<file path="src/rtl/shift_register8_pkg.sv">
// Shared sizing constants for the FFT sample-buffer blocks.
package shift_register8_pkg;

  localparam int unsigned WIDTH_DEF = 10;
  localparam int unsigned DEPTH     = 8;
  localparam int unsigned SEL_W     = 3;

endpackage

</file>
<file path="src/rtl/sr8_stage.sv">
// One complex sample register with enable and async active-low clear.
module sr8_stage #(
  parameter int unsigned WIDTH = 10
) (
  input  logic             clk,
  input  logic             rst_n,
  input  logic             en,
  input  logic [WIDTH-1:0] d_re,
  input  logic [WIDTH-1:0] d_im,
  output logic [WIDTH-1:0] q_re,
  output logic [WIDTH-1:0] q_im
);

  logic [WIDTH-1:0] re_d, re_q;
  logic [WIDTH-1:0] im_d, im_q;

  always_comb begin
    re_d = re_q;
    im_d = im_q;
    if (en) begin
      re_d = d_re;
      im_d = d_im;
    end
  end

  always_ff @(posedge clk or negedge rst_n) begin
    if (!rst_n) begin
      re_q <= '0;
      im_q <= '0;
    end else begin
      re_q <= re_d;
      im_q <= im_d;
    end
  end

  assign q_re = re_q;
  assign q_im = im_q;

endmodule

</file>
<file path="src/rtl/shift_register8.sv">
// 8-deep complex sample shift register; new samples enter at s[7], s[0] is oldest.
// Read tap is a combinational 8:1 mux on sel.
module shift_register8
  import shift_register8_pkg::*;
#(
  parameter int unsigned WIDTH = WIDTH_DEF
) (
  input  logic             clk,
  input  logic             rst_n,
  input  logic             ren,
  input  logic [WIDTH-1:0] dinre,
  input  logic [WIDTH-1:0] dinim,
  input  logic [SEL_W-1:0] sel,
  output logic [WIDTH-1:0] doutre,
  output logic [WIDTH-1:0] doutim
);

  logic [WIDTH-1:0] s_re [DEPTH];
  logic [WIDTH-1:0] s_im [DEPTH];

  // Stage k takes from stage k+1; the last stage takes the input sample.
  for (genvar k = 0; k < DEPTH; k++) begin : g_stage
    if (k == DEPTH - 1) begin : g_head
      sr8_stage #(.WIDTH(WIDTH)) u_stage (
        .clk  (clk),
        .rst_n(rst_n),
        .en   (ren),
        .d_re (dinre),
        .d_im (dinim),
        .q_re (s_re[k]),
        .q_im (s_im[k])
      );
    end else begin : g_body
      sr8_stage #(.WIDTH(WIDTH)) u_stage (
        .clk  (clk),
        .rst_n(rst_n),
        .en   (ren),
        .d_re (s_re[k+1]),
        .d_im (s_im[k+1]),
        .q_re (s_re[k]),
        .q_im (s_im[k])
      );
    end
  end

  always_comb begin
    doutre = s_re[sel];
    doutim = s_im[sel];
  end

endmodule

</file>
<file path="config.mk">
export PLATFORM = sky130hd
export DESIGN_NAME = shift_register8
export DESIGN_NICKNAME = d
export VERILOG_FILES = /design/src/rtl/shift_register8_pkg.sv /design/src/rtl/sr8_stage.sv /design/src/rtl/shift_register8.sv
export SDC_FILE = /design/constraint.sdc
export NUM_CORES = 1
export LEC_CHECK = 0
export BUFFER_PORTS_ARGS = -buffer_cell sky130_fd_sc_hd__clkbuf_2
export CAP_MARGIN = 20
export CORE_AREA = 2 2 159 161
export CTS_BUF_LIST = sky130_fd_sc_hd__clkbuf_4 sky130_fd_sc_hd__clkbuf_8 sky130_fd_sc_hd__clkbuf_16
export CTS_CLUSTER_SIZE = 16
export DETAILED_ROUTE_END_ITERATION = 6
export DIE_AREA = 0 0 161 163
export MAX_ROUTING_LAYER = met4
export SYNTH_ARGS = -nofsm -noshare
export SYNTH_HDL_FRONTEND = slang
export SYNTH_SLANG_ARGS = --single-unit
export TNS_END_PERCENT = 5
</file>
<file path="constraint.sdc">
create_clock -name clk -period 2.15 [get_ports clk]
set_clock_uncertainty 0.15 [all_clocks]
set_input_delay 0.43 -clock clk [delete_from_list [all_inputs] [get_ports clk]]
set_output_delay 0.43 -clock clk [all_outputs]
set_load 0.01 [all_outputs]
</file>
==> results of run 1 <==
## placed cells by master (no fill, tap or decap), types with 10 or more instances in the layout
master	netlist	layout
clkbuf_16	0	18
mux4_2	0	36
mux2_2	133	121
dfrtp_1	160	160
clkbuf_2	0	38
buf_12	0	10
buf_4	0	34
mux2_4	0	12
mux2_1	47	47
## cell type report
| class | count | area (um2) | share of cell area |
|---|---|---|---|
| sequential | 160 | 4004 | 0.4516 |
| timing repair buffer | 93 | 825.8 | 0.09314 |
| clock buffer | 22 | 488.0 | 0.05504 |
| multi-input combinational | 220 | 2988 | 0.3370 |
| clock inverter | 10 | 147.6 | 0.01665 |
| tap | 330 | 412.9 | 0.04657 |
## metrics by stage
step / TNS (ns) / utilization / hold WS (ns) / cell area, um2 / std cells
2_1_floorplan: 0 / - / -0.01559 / 7248 / 409
3_3_place_gp: -4.734 / 0.3233 / 0.2616 / 7978 / 771
3_5_place_dp: -4.797 / 0.3233 / 0.2739 / 7978 / 771
4_1_cts: -3.178 / 0.3570 / 0.05398 / 8810 / 828
5_1_grt: -3.815 / 0.3593 / 0.06858 / 8866 / 835
6_report: -2.435 / 0.3593 / 0.07764 / 8866 / 835
## report_power, final
| group | leakage (nW) | internal, mW | total [mW] | switching, mW |
|---|---|---|---|---|
| registers | 1.89 | 3.82 | 4.36 | 0.541 |
| clock network | 0.303 | 1.98 | 3.17 | 1.19 |
| logic | 1.56 | 1.43 | 2.13 | 0.705 |
| total | 3.76 | 7.23 | 9.67 | 2.44 |
## synthesized netlist by cell type
cell type / count / area share
mux2_1: 47 / 0.073
buf_2: 16 / 0.011
buf_1: 2 / 0.0010
clkbuf_1: 6 / 0.0031
mux2_2: 133 / 0.21
dfrtp_1: 160 / 0.55
mux4_1: 40 / 0.15
buf_6: 5 / 0.0078
## timing repair
item,CTS,global route
cloned,2,0
buffers inserted,22,7
setup endpoints to repair,20,20
resized for setup,52,11
hold endpoints to repair,48,0
hold buffers,1,0
## kinds of logic (layout without fill, tap and decap cells)
family / count (synthesis) / in the layout / synth area share
buffers and inverters: 29 / 125 / 0.02296
DFF: 160 / 160 / 0.5524
muxes: 220 / 220 / 0.4247
## worst max-delay path by stage
stage | slack (ns) | from | endpoint
finish | -0.14 | g_stage[6].g_body.u_stage.q_im[1] | doutim[1]
global route | -0.21 | g_stage[5].g_body.u_stage.q_im[0] | doutim[0]
CTS | -0.18 | g_stage[5].g_body.u_stage.q_im[0] | doutim[0]
detailed placement | -0.28 | sel[0] | doutim[1]
global placement | -0.27 | sel[0] | doutre[5]
floorplan | 0.08 | sel[0] | doutim[1]
## worst max-delay path, stage by stage (launching register included)
cell and delay [ns]:
dfrtp_1 0.40, mux4_2 0.48, mux2_4 0.29, buf_6 0.12
## layer usage
metal | wire length, um | vias up
met2 | 6764 | 54
met3 | 398 | 19
met1 | 6257 | 2098
met5 | 0 | -
met4 | 189 | 0
li1 | - | 1716
## flip-flops by register name (all words and copies together), names as in the netlist
name,flops
g_stage.g_head.u_stage.q_re,10
g_stage.g_body.u_stage.q_re,70
g_stage.g_body.u_stage.q_im,70
g_stage.g_head.u_stage.q_im,10
==> impl_metrics.json, run 1 <==
{
  "finalWeightedCongestion": 0.6857,
  "worst_slack_ns": -0.1424,
  "fill_cells": 2349,
  "worst-setup-path-type": "flip-flop to primary output",
  "dp_slack_ns": -0.2814,
  "antenna_found_initial": 0,
  "firstDrtPassIters": 4,
  "grt.total_usage": 0.1156,
  "max_cap_viol_count": 0,
  "antenna_cells": 0,
  "die_height_um": 163,
  "fin_nets": 518,
  "via_per_inst": 4.655,
  "wl_per_cell_um": 16.30,
  "min_period_ns": 2.292,
  "r2r_end": "g_stage[0].g_body.u_stage.q_re[8]",
  "h-tree-depth": 4,
  "hold_depth": 2,
  "syn-num-nets": 435,
  "worstSetupEndpointType": "primary output",
  "status": "finished, violations left",
  "worstMarginPinSlew_ns": 0.5135,
  "holdCritPathClass": "primary input to flip-flop",
  "slew-limit-headroom": 0.6576,
  "grt_pass1_vias": 4319,
  "synth_cells": 409,
  "ys_types": 8,
  "tritoncts": "built",
  "worstPathMaxFanout": 3,
  "hold_start": "dinim[1]",
  "startpoint_type": "flip-flop",
  "clock.fmax_mhz": 436.2,
  "design.core.area_um2": 24670,
  "yosysSeqAreaShare": 0.5524,
  "cts.root.buffer_cell": "clkbuf_16",
  "r2r_cells": 2,
  "die-area_um2": 26240,
  "grt.overflow.total": 0,
  "rows": 58,
  "hold_viol_final": 0,
  "setup_viol": 20,
  "r2r_slack_ns": 1.05,
  "synth.cell_area_um2": 7248,
  "hold_end": "g_stage[7].g_head.u_stage.q_im[1]",
  "drt_iter0_markers": 177,
  "cts_made_buffers": 17,
  "hpwl_um": 8402,
  "met2_usage": 0.1869,
  "avgSynthCellArea_um2": 17.72,
  "ios": 46,
  "top_usage_layer": "met2",
  "drt_wl_total_um": 13610,
  "ant_nets": 0,
  "power_density_nw_per_um2": 1091,
  "vias": 3887,
  "ys_warn_count": 0,
  "port_buffers": 45,
  "gr-usage-met3": 0.02827,
  "r2r-start": "g_stage[1].g_body.u_stage.q_re[8]",
  "finalMaxSlewViolations": 0,
  "ys_seq_elements": 160,
  "grt_max_degree": 75,
  "grt_pass1_wl_um": 23090,
  "area_delta_synth_final_pct": 22.32,
  "die_x_um": 161,
  "power.leakage_nw": 3.756,
  "grtUsageMet1": 0.1424,
  "clk_latency_ns": 0.41,
  "clock_sinks": 160,
  "rsz0062_at_grt": "true",
  "drive_gt1_frac": 0.5802,
  "crit_arrival_ns": 1.71,
  "initial_core_util": 0.2938,
  "ir_worst_vdd_v": 0.0004134,
  "fin_total_pwr_mw": 9.670,
  "path_clk_slew_ns": 0.06,
  "failed_checks": "negative setup slack",
  "fin_crit_sh": 1.066,
  "cts_buffer_depth": 2,
  "drcViolationCount": 0,
  "crit_required_ns": 1.57
}
(Power assumes the default switching activity.)
==> run 2, diff against run 1 <==
Settings changed: PLACE_DENSITY from default to 0.53.
Clock period 2.15 ns to 1.98 ns, I/O delays scaled along.
==> run 2 against run 1 <==
Effect of this change: the run still ends with negative setup slack left; sequential power rose by 8.5%; hold slack got worse by 0.025 ns; routed wire length fell by 0.50%; critical path type unchanged; largest cell class unchanged.
==> impl_metrics.json, run 2 (same netlist as run 1, synthesis figures left out) <==
{
  "ant_nets": 0,
  "slew-limit-headroom": 0.6940,
  "met2_usage": 0.1836,
  "die_height_um": 163,
  "drt_wl_total_um": 13540,
  "drt_iter0_markers": 167,
  "rows": 58,
  "grt_pass1_vias": 4098,
  "die-area_um2": 26240,
  "ff_latch_area_um2": 4004,
  "startpoint_type": "flip-flop",
  "setup_viol": 20,
  "drcViolationCount": 0,
  "drive_gt1_frac": 0.5769,
  "path_clk_slew_ns": 0.07,
  "power.switching_mw": 2.709,
  "via_per_inst": 4.553,
  "failed_checks": "negative setup slack",
  "crit_arrival_ns": 1.71,
  "cts_buffer_depth": 2,
  "wl_per_cell_um": 16.43,
  "fin_util": 0.3551,
  "fill_cells": 2406,
  "area_delta_synth_final_pct": 20.87,
  "p_int_mw": 7.403,
  "gr-usage-met3": 0.02903,
  "crit_required_ns": 1.43,
  "cts.root.buffer_cell": "clkbuf_16",
  "cts_made_buffers": 17,
  "grt.overflow.total": 0,
  "min_period_ns": 2.254,
  "initial_core_util": 0.2938,
  "status": "finished, violations left",
  "fin_total_pwr_mw": 10.11,
  "rsz0062_at_grt": "true",
  "grt.total_usage": 0.1156,
  "ios": 46,
  "port_buffers": 45,
  "pwr-share-clk": 0.317,
  "grt_pass1_wl_um": 22710,
  "ir_worst_vdd_v": 0.0006170,
  "finalMaxSlewViolations": 0,
  "clk_latency_ns": 0.42,
  "worstSetupEndpointType": "primary output",
  "max_cap_viol_count": 0,
  "multiInputGateArea_um2": 3007,
  "worst-setup-path-type": "flip-flop to primary output",
  "grt_max_degree": 45,
  "finalWeightedCongestion": 0.7212,
  "swShare": 0.2679,
  "pwr-share-seq": 0.467,
  "pwr-share-comb": 0.216,
  "antenna_found_initial": 0,
  "holdCritPathClass": "primary input to flip-flop",
  "tritoncts": "built",
  "vias": 3752,
  "fin_crit_sh": 1.138,
  "hold_viol_final": 0,
  "layout_common_cells": "dfrtp_1 (160), mux2_2 (113), mux2_1 (47), clkbuf_2 (41), mux4_2 (39)",
  "worstPathMaxFanout": 3,
  "power_density_nw_per_um2": 1154,
  "power.leakage_nw": 3.711,
  "setup_tns_ns": -5.087,
  "h-tree-depth": 4,
  "clock_sinks": 160,
  "worst_slack_ns": -0.2741,
  "fin_nets": 507,
  "worstMarginPinSlew_ns": 0.4590,
  "grtUsageMet1": 0.1480,
  "clock.fmax_mhz": 443.6,
  "hpwl_um": 8430,
  "die_x_um": 161,
  "final_common_cell": "dfrtp_1",
  "design.core.area_um2": 24670,
  "firstDrtPassIters": 4,
  "top_usage_layer": "met2",
  "antenna_cells": 0
}
[run 2: changes by cell type in the layout (fill, tap and decap cells not counted), sizes merged]
cell      before  now
clkinv         1    3
clkinvlp       3    1
inv            3    9
buf           53   40
bufinv         3    1
clkbuf        61   59
[run 2: layout make-up]
cell class,instances,area share
clock buffers,18,0.04941
repair buffers,82,0.08683
well taps,330,0.04713
multi-input cells,220,0.3432
clock inverters,14,0.01642
flip-flops and latches,160,0.4570
[run 2: per-layer routing]
| layer | share of wire | vias up |
|---|---|---|
| met4 | 0.0078 | 0 |
| met2 | 0.50 | 43 |
| li1 | - | 1690 |
| met1 | 0.47 | 2012 |
| met5 | 0 | - |
| met3 | 0.028 | 7 |
[run 2: what timing repair did]
| action | in CTS | in global routing |
|---|---|---|
| cloned | 3 | 0 |
| setup buffers | 13 | 1 |
| hold buffers | 1 | 0 |
| endpoints found under the hold margin | 38 | 0 |
| resized for setup | 22 | 5 |
| setup endpoints to repair | 20 | 20 |
[run 2: final timing paths]
| kind | start | endpoint | slack (ns) | depth (start not counted) |
|---|---|---|---|---|
| worst max register to register | g_stage[2].g_body.u_stage.q_re[3] | g_stage[1].g_body.u_stage.q_re[3] | 0.87 | 2 |
| worst max-delay path | g_stage[4].g_body.u_stage.q_re[9] | doutre[9] | -0.27 | 3 |
| min in group asynchronous | rst_n | g_stage[3].g_body.u_stage.q_im[9] | 0.33 | 2 |
| worst min register to register | g_stage[0].g_body.u_stage.q_re[2] | g_stage[0].g_body.u_stage.q_re[2] | 0.34 | 1 |
| worst min-delay path | dinre[9] | g_stage[7].g_head.u_stage.q_re[9] | 0.05 | 2 |
| max in group asynchronous | rst_n | g_stage[7].g_head.u_stage.q_re[8] | 0.77 | 3 |
[run 2: worst max-delay path, stage by stage (launching register included)]
cell and delay (ns):
dfrtp_1 0.40, mux4_2 0.48, mux2_4 0.28, clkbuf_2 0.13
[run 2: through the flow]
step           instances  hold slack [ns]  setup WS, ns  area [um2]
6_report             824          0.05243       -0.2741        8761
5_1_grt              824          0.03372       -0.3458        8761
4_1_cts              823          0.03370       -0.3021        8767
3_5_place_dp         774           0.2160       -0.3526        8038
3_3_place_gp         774           0.2063       -0.3287        8038
2_1_floorplan        409         -0.04959      -0.01493        7263
[run 2: power groups by stage]
stage,Combinational (mW),Clock (mW),Sequential [mW]
3_5_place_dp,2.05,0,4.79
5_1_grt,2.39,3.47,4.85
4_1_cts,2.23,3.29,4.72
3_3_place_gp,1.99,0,4.74
2_1_floorplan,1.58,0,4.55
6_report,2.18,3.20,4.73
